File: src/rtl/motor602_seq_ctrl.sv
// motor602_seq_ctrl: ramps the three-phase motor core's command inputs from run/direction/setpoint requests.
//   clkI, nRstI              : 1 MHz clock, asynchronous active-low reset
//   runReqI, dirReqI, estopI : level requests (run, rotation direction, emergency stop)
//   freqTgtI, pwrTgtI        : frequency / power level setpoints
//   m3startO, m3forceStopO, m3invRotateO                  : level commands to the motor core
//   m3freqINCo, m3freqDECo, m3powerINCo, m3powerDECo      : one-cycle step pulses to the motor core
//   freqLvlO, pwrLvlO        : levels issued so far (net INC minus DEC)
//   stateO, busyO            : state encoding, not-idle flag
module motor602_seq_ctrl #(
    parameter int STEP_DIV = 1000,
    parameter int DWELL    = 200,
    parameter int LVL_W    = 8
) (
    input  logic             clkI,
    input  logic             nRstI,
    input  logic             runReqI,
    input  logic             dirReqI,
    input  logic             estopI,
    input  logic [LVL_W-1:0] freqTgtI,
    input  logic [LVL_W-1:0] pwrTgtI,
    output logic             m3startO,
    output logic             m3forceStopO,
    output logic             m3invRotateO,
    output logic             m3freqINCo,
    output logic             m3freqDECo,
    output logic             m3powerINCo,
    output logic             m3powerDECo,
    output logic [LVL_W-1:0] freqLvlO,
    output logic [LVL_W-1:0] pwrLvlO,
    output logic [2:0]       stateO,
    output logic             busyO
);
    typedef enum logic [2:0] {
        S_IDLE  = 3'd0,
        S_START = 3'd1,
        S_TRACK = 3'd2,
        S_DOWN  = 3'd3,
        S_DWELL = 3'd4,
        S_ESTOP = 3'd5
    } state_t;

    localparam int PW = $clog2(STEP_DIV);
    localparam int DW = (DWELL > 1) ? $clog2(DWELL) : 1;

    state_t        state;
    logic [PW-1:0] pre_cnt;
    logic [DW-1:0] dwell_cnt;
    logic          tick;
    logic          f_up, f_dn, p_up, p_dn;

    assign tick   = pre_cnt == PW'(STEP_DIV - 1);
    // Comparing against the target bounds each step, so levels cannot wrap.
    assign f_up   = freqLvlO < freqTgtI;
    assign f_dn   = freqLvlO > freqTgtI;
    assign p_up   = pwrLvlO < pwrTgtI;
    assign p_dn   = pwrLvlO > pwrTgtI;
    assign stateO = state;
    assign busyO  = state != S_IDLE;

    always_ff @(posedge clkI or negedge nRstI) begin
        if (!nRstI) pre_cnt <= '0;
        else        pre_cnt <= tick ? '0 : pre_cnt + PW'(1);
    end

    always_ff @(posedge clkI or negedge nRstI) begin
        if (!nRstI) begin
            state        <= S_IDLE;
            dwell_cnt    <= '0;
            m3startO     <= 1'b0;
            m3forceStopO <= 1'b0;
            m3invRotateO <= 1'b0;
            m3freqINCo   <= 1'b0;
            m3freqDECo   <= 1'b0;
            m3powerINCo  <= 1'b0;
            m3powerDECo  <= 1'b0;
            freqLvlO     <= '0;
            pwrLvlO      <= '0;
        end else begin
            m3freqINCo  <= 1'b0;
            m3freqDECo  <= 1'b0;
            m3powerINCo <= 1'b0;
            m3powerDECo <= 1'b0;
            if (estopI) begin
                // Emergency stop ignores the prescaler and beats a coincident tick.
                state        <= S_ESTOP;
                dwell_cnt    <= '0;
                m3forceStopO <= 1'b1;
                m3startO     <= 1'b0;
                freqLvlO     <= '0;
                pwrLvlO      <= '0;
            end else if (tick) begin
                case (state)
                    S_IDLE: if (runReqI) begin
                        m3invRotateO <= dirReqI;
                        m3startO     <= 1'b1;
                        state        <= S_START;
                    end
                    // Leaving START takes the first step, so its pulse appears once TRACK is visible.
                    S_START, S_TRACK: if (state == S_TRACK && (!runReqI || dirReqI != m3invRotateO)) begin
                        state <= S_DOWN;
                    end else begin
                        state       <= S_TRACK;
                        m3freqINCo  <= f_up;
                        m3freqDECo  <= f_dn;
                        m3powerINCo <= p_up;
                        m3powerDECo <= p_dn;
                        freqLvlO    <= f_up ? freqLvlO + LVL_W'(1) : f_dn ? freqLvlO - LVL_W'(1) : freqLvlO;
                        pwrLvlO     <= p_up ? pwrLvlO + LVL_W'(1) : p_dn ? pwrLvlO - LVL_W'(1) : pwrLvlO;
                    end
                    S_DOWN: if (freqLvlO == '0 && pwrLvlO == '0) begin
                        m3startO  <= 1'b0;
                        dwell_cnt <= '0;
                        state     <= (runReqI && dirReqI != m3invRotateO) ? S_DWELL : S_IDLE;
                    end else begin
                        m3freqDECo  <= |freqLvlO;
                        m3powerDECo <= |pwrLvlO;
                        freqLvlO    <= (|freqLvlO) ? freqLvlO - LVL_W'(1) : freqLvlO;
                        pwrLvlO     <= (|pwrLvlO) ? pwrLvlO - LVL_W'(1) : pwrLvlO;
                    end
                    S_DWELL: if (!runReqI) begin
                        dwell_cnt <= '0;
                        state     <= S_IDLE;
                    end else if (dwell_cnt == DW'(DWELL - 1)) begin
                        dwell_cnt    <= '0;
                        m3invRotateO <= dirReqI;
                        m3startO     <= 1'b1;
                        state        <= S_START;
                    end else begin
                        dwell_cnt <= dwell_cnt + DW'(1);
                    end
                    // A held run request must be dropped before the motor may restart.
                    S_ESTOP: if (!runReqI) begin
                        m3forceStopO <= 1'b0;
                        state        <= S_IDLE;
                    end
                    default: state <= S_IDLE;
                endcase
            end
        end
    end
endmodule

File: config.mk
export PLATFORM = sky130hd
export DESIGN_NAME = motor602_seq_ctrl
export DESIGN_NICKNAME = d
export VERILOG_FILES = /design/src/rtl/motor602_seq_ctrl.sv
export SDC_FILE = /design/constraint.sdc
export NUM_CORES = 1
export LEC_CHECK = 0
export CAP_MARGIN = 10
export CORE_ASPECT_RATIO = 1.4
export CORE_MARGIN = 3
export CORE_UTILIZATION = 50
export CTS_CLUSTER_DIAMETER = 30
export DETAILED_ROUTE_END_ITERATION = 7
export PLACE_DENSITY = 0.78
export SLEW_MARGIN = 20
export SYNTH_ARGS = -nofsm -noshare
export SYNTH_HDL_FRONTEND = slang
export SYNTH_SLANG_ARGS = --single-unit
File: constraint.sdc
create_clock -name clkI -period 2.47 [get_ports clkI]
set_clock_uncertainty 0.1 [all_clocks]
set_input_delay 0.741 -clock clkI [delete_from_list [all_inputs] [get_ports clkI]]
set_output_delay 0.741 -clock clkI [all_outputs]
set_load 0.01 [all_outputs]
* Word level (Yosys, flattened, before mapping)
Index checks and enable logic that the tools add are counted.
** Cells by class
- Add/sub/neg operators :: 6
- $lt $le $gt $ge :: 4
- Equality and inequality tests :: 24
- Mux-type cells :: 66
- Bitwise logic cells :: 1
- Reduce and logical (&&, ||, !) cells :: 25
** Operator list (number)
- 8-bit 2-to-1 mux :: 19
- 8-bit one-hot mux with 2 select lines :: 3
- 1-bit 2-to-1 mux :: 30
- 3-bit != test, second input constant :: 9
- 8-bit by 1-bit adder with 8-bit output, second input constant :: 3
- 3-bit 2-to-1 mux :: 8
- 6-bit AND reduction :: 4
- 8-bit > comparator :: 2
- 8-bit logical NOT :: 2
- 8-bit less-than comparator :: 2
- 8-bit OR reduction :: 2
- 8-bit by 1-bit subtractor with 8-bit output, second input constant :: 2
- 3-bit one-hot mux with 5 select lines :: 1
- 4-bit != test, second input constant :: 3
- 10-bit by 1-bit adder with 10-bit output, second input constant :: 1
- 10-bit equality test, second input constant :: 1
- 10-bit 2-to-1 mux :: 1
- 3-bit nonzero test :: 3
- 8-bit equality test, second input constant :: 1
- 3-bit by 2-bit equality test with 1-bit output, second input constant :: 2
- 3-bit equality test, second input constant :: 2
- 2-bit != test, second input constant :: 3
- 1-bit one-hot mux with 2 select lines :: 3
- 3-bit AND reduction :: 2
- other kinds (13) :: 17
** Word-level totals
- Register bits :: 44
- Bits of input ports :: 21
- Output and inout bits :: 27
- Word-level logic and storage cells :: 138

* Longest topological paths before layout
Gate-level depths: netlist of the first run.
- Depth in word-level cells :: 7
- Mapped depth :: 9
- Depth with buffers taken out :: 8

* Least setup slack after synthesis of the first run
Ideal clock, no wire load.
- Path type :: input to register
- Start point :: input pwrTgtI[1]
- End point :: register pwrLvlO[3]
- Library setup time :: 125 ps
- Data arrival time :: 2762 ps
- Required time :: 2245 ps
- Setup slack :: -517 ps
- Cell stages on the path :: 8
- Path buffers :: 0
- Cell sequence :: inv_1 ha_1 nor2b_1 o211a_1 o21ba_2 or4b_2 a21oi_1 mux2_2
** Between the ends
- Cells in the longest elaborated chain, start to end :: 6
- Elaborated cells between the ends (all ways) :: 9
- Those cells by class :: order compare (2); eq/ne (1); mux (5); reduce/logical (1)
** RTL lines
- start: declaration :: RTL line 20 : input logic [LVL_W-1:0] pwrTgtI,
- 8-bit less-than comparator :: RTL line 55 : assign p_up = pwrLvlO < pwrTgtI;
- 8-bit 2-to-1 mux :: RTL line 108 : pwrLvlO <= p_up ? pwrLvlO + LVL_W'(1) : p_dn ? pwrLvlO - LVL_W'(1) : pwrLvlO;
- 8-bit 2-to-1 mux :: RTL line 99 : S_START, S_TRACK: if (state == S_TRACK && (!runReqI || dirReqI != m3invRotateO)) begin
- 8-bit one-hot mux with 2 select lines :: RTL line 92 : case (state)
- 8-bit 2-to-1 mux :: RTL line 91 : end else if (tick) begin
- 8-bit 2-to-1 mux :: RTL line 83 : if (estopI) begin
- end signal: assignment :: RTL line 108
- end signal: assignment :: RTL line 118 : pwrLvlO <= (|pwrLvlO) ? pwrLvlO - LVL_W'(1) : pwrLvlO;
- end: declaration :: RTL line 29 : output logic [LVL_W-1:0] pwrLvlO,
Several ways; a longest one is shown, not always the timed one. The select of a mux whose other input is x is not followed.
A chain may end at the register's enable or synchronous reset.

* Worst setup path after layout of the first run
- Start point :: input pwrTgtI[1]
- End point :: register pwrLvlO[2]
Same word-level chain as after synthesis.

==> results.ini, run 1 <==
[route]
wl_per_cell_um = 16.2
routedLengthMet1_um = 3680
vias = 3191
routed_via_density = 5.90
drc = 0
first_pass_iters = 4
routed-wl-met2_um = 4640
drt_iter0_drc = 179
routed_wl_um = 8770
postRouteAntennaNets = 0
wl_met3_um = 317
top_layer = met4

[logic_synthesis]
ys_seq_area_frac = 0.343
avgSynthCellArea_sq_um = 8.72
synth-edff-count = 0
syn_area_sq_um = 3210
ys_ff_latch = 44
synthCells = 368
syn-num-nets = 413
synth_flop_cell = dfrtp_1
synth.distinct_cells = 54
async_flop_share = 1.00
ys_warn_count = 0

[power_and_ir_drop]
p_leak_nw = 2.05
powerDensity_nw_per_um2 = 451
p_total_w = 0.00207
seq_power_share = 0.376
p_comb_frac = 0.355
power_frac_clock = 0.269
p_int_w = 0.00143
ir_drop_uv = 392
power.switching_w = 0.000640
switching_share = 0.309

[timing]
rsz0062_at_grt = yes
report.final.slew_viol_count = 0
setup_viol = 9
maxSlewHeadroom = 0.609
layout_min_cycle_time_ps = 2550
hold_ws_ps = 384
hold_violations = 0
worst_slack_ps = -80.0
fin_crit_sh = 1.03
tightest_slew_ps = 586
fin_setup_tns_ps = -391
fmax_mhz = 392

[outcome]
status = finished with violations
violations = setup timing

[clocking]
clockBufferDepth = 2
cts_root_buf = clkbuf_8
clock_latency_ps = 300
clkTransAtPathRegs_ps = 80
cts_tree = built
cts_hold_buf = 0
cts-buffers-inserted = 5
htreeDepth = 2
cts.sinks = 44

[global_routing]
grt_first_pass_wirelength_um = 14400
grt_max_degree = 45
grt_pass1_vias = 3099
gr-total-overflow = 0
grt_usage = 0.242
antenna_found_initial = 0

[die]
io_pins = 48
die-area_sq_um = 7430
rows = 33
initial_utilization = 0.532
die_w_um = 73.7
core_area_sq_um = 6030
die_h_um = 101

[flow_run]
drv_cap = 0

[finish]
diodes = 0
nets = 515
layout_commonest_cell = buf_4
area_growth_pct = 43.3
multi_input_area_sq_um = 2290
final_cell_mix = 57 x buf_4, 42 x dfrtp_1, 35 x nor2_1, 28 x clkdlybuf4s50_1
regArea_sq_um = 1100
nFillCells = 412
drive_gt1_frac = 0.348

[setup_path]
cp-end-kind = flop
reg2reg_slack_ps = 10
crit_slowest_cell = or3_4
cp_max_fo = 8
path_cells = buf_8 -> inv_8 -> ha_4 -> nor2b_4 -> o211a_1 -> o311a_1 -> or3_4 -> a21oi_2 -> mux2_4
critical_path_class = primary input to flop
worst_ep_required_time_ps = 2560
worst_setup_path_start_kind = primary input
worstPathArrival_ps = 2640
critPathMaxStageDelay_ps = 450

[placement]
place.gp.congestion = 0.941
hpwlAfterDp_um = 6170
port_buffers = 47

[min_path]
hp-class = flop to flop

flip-flops by register name (all words and copies together) (netlist names):
| signal | flops |
|---|---|
| pre_cnt | 10 |
| dwell_cnt | 8 |
| freqLvlO | 8 |
| pwrLvlO | 8 |
| stateO | 3 |
| m3forceStopO | 1 |
| m3freqDECo | 1 |
| m3freqINCo | 1 |
| m3invRotateO | 1 |
| m3powerDECo | 1 |
| m3powerINCo | 1 |
| m3startO | 1 |
stage by stage:
stage	area (sq um)	cells	utilization	worst slack [ps]
floorplan	3350	368	-	-265
global placement	4220	523	0.700	-858
detailed placement	4220	523	0.700	-909
CTS	4480	534	0.743	-115
global route	4600	541	0.763	-145
finish	4600	541	0.763	-80.0
Yosys cell counts (3+ instances only):
master,instances,area (sq um)
a31oi_1,3,18.8
nor2_1,37,139
a21o_1,5,37.5
nand4b_1,3,26.3
a21oi_2,6,52.6
nand3_1,23,115
nand4_1,5,31.3
o31ai_1,6,45.0
a21oi_1,19,95.1
nor2b_1,15,93.8
o21ai_0,24,120
dfrtp_1,44,1100
nand2b_1,8,50.1
and3_1,12,75.1
clkbuf_1,8,30.0
o211ai_1,3,22.5
mux2_4,6,90.1
ha_1,24,300
inv_1,21,78.8
buf_6,3,33.8
or3_1,6,37.5
xor2_1,3,26.3
nand2_1,26,97.6
xnor2_1,7,61.3
mux2_2,6,67.6
nor3_1,10,50.1
worst max-delay path, delay by kind of cell:
| kind | cells | cell delay (ps) |
|---|---|---|
| buffers and inverters | 2 | 140 |
| AO/OA/AOI/OAI | 3 | 690 |
| multiplexers | 1 | 310 |
| adder cells (fa/ha/maj) | 1 | 180 |
| AND/OR/NAND/NOR | 2 | 570 |
area by class of cell:
cell class	count	share of cell area
Tap cell	70	0.0191
Multi-Input combinational cell	290	0.498
Clock buffer	6	0.0158
Inverter	21	0.0204
Clock inverter	2	0.00762
Sequential cell	44	0.240
Timing Repair Buffer	108	0.200
per-layer routing:
layer / up-vias / global-route usage
li1: 1535 / -
met5: - / 0
met3: 15 / 0.0359
met2: 91 / 0.420
met4: 0 / 0.0669
met1: 1550 / 0.309
power by group through the flow:
| stage | registers [W] | clock network [W] | logic (W) |
|---|---|---|---|
| global placement | 0.000789 | 0 | 0.000620 |
| detailed placement | 0.000789 | 0 | 0.000643 |
| floorplan | 0.000823 | 0 | 0.000312 |
| finish | 0.000778 | 0.000557 | 0.000736 |
| global route | 0.000781 | 0.000593 | 0.000805 |
| CTS | 0.000777 | 0.000557 | 0.000681 |
what timing repair did:
item / in CTS / in global routing
endpoints found under the setup margin: 20 / 26
gates cloned: 0 / 1
gates resized for setup: 64 / 38
buffers inserted: 3 / 6
pin swaps: 26 / 17
path summary, 6_finish.rpt:
kind	depth (start not counted)	startpoint	endpoint
worst max-delay path	9	pwrTgtI[1]	pwrLvlO[2]
worst min-delay path	1	pre_cnt[9]	pre_cnt[9]
worst max register to register	6	freqLvlO[4]	freqLvlO[5]
worst min register to register	1	pre_cnt[9]	pre_cnt[9]
max in group asynchronous	2	nRstI	stateO[0]
min in group asynchronous	2	nRstI	pre_cnt[9]
kinds of logic (layout without fill, tap and decap cells):
| family | count (synthesis) | after routing | synth area share |
|---|---|---|---|
| simple gates | 159 | 159 | 0.263 |
| buf+inv | 34 | 137 | 0.0495 |
| flops | 44 | 44 | 0.343 |
| xor+xnor | 10 | 10 | 0.0273 |
| compound gates | 85 | 85 | 0.174 |
| fa+ha+maj | 24 | 24 | 0.0936 |
| mux | 12 | 12 | 0.0491 |
(Power assumes the default switching activity.)
==> run 2: changes to the inputs <==
--- a/config.mk
+++ b/config.mk
@@ -12,7 +12,6 @@
 export CTS_CLUSTER_DIAMETER = 30
 export DETAILED_ROUTE_END_ITERATION = 7
 export PLACE_DENSITY = 0.78
-export SLEW_MARGIN = 20
 export SYNTH_ARGS = -nofsm -noshare
 export SYNTH_HDL_FRONTEND = slang
 export SYNTH_SLANG_ARGS = --single-unit
==> results of run 2 <==
Same layout as run 1: the final DEF is identical, and so are final timing and power.
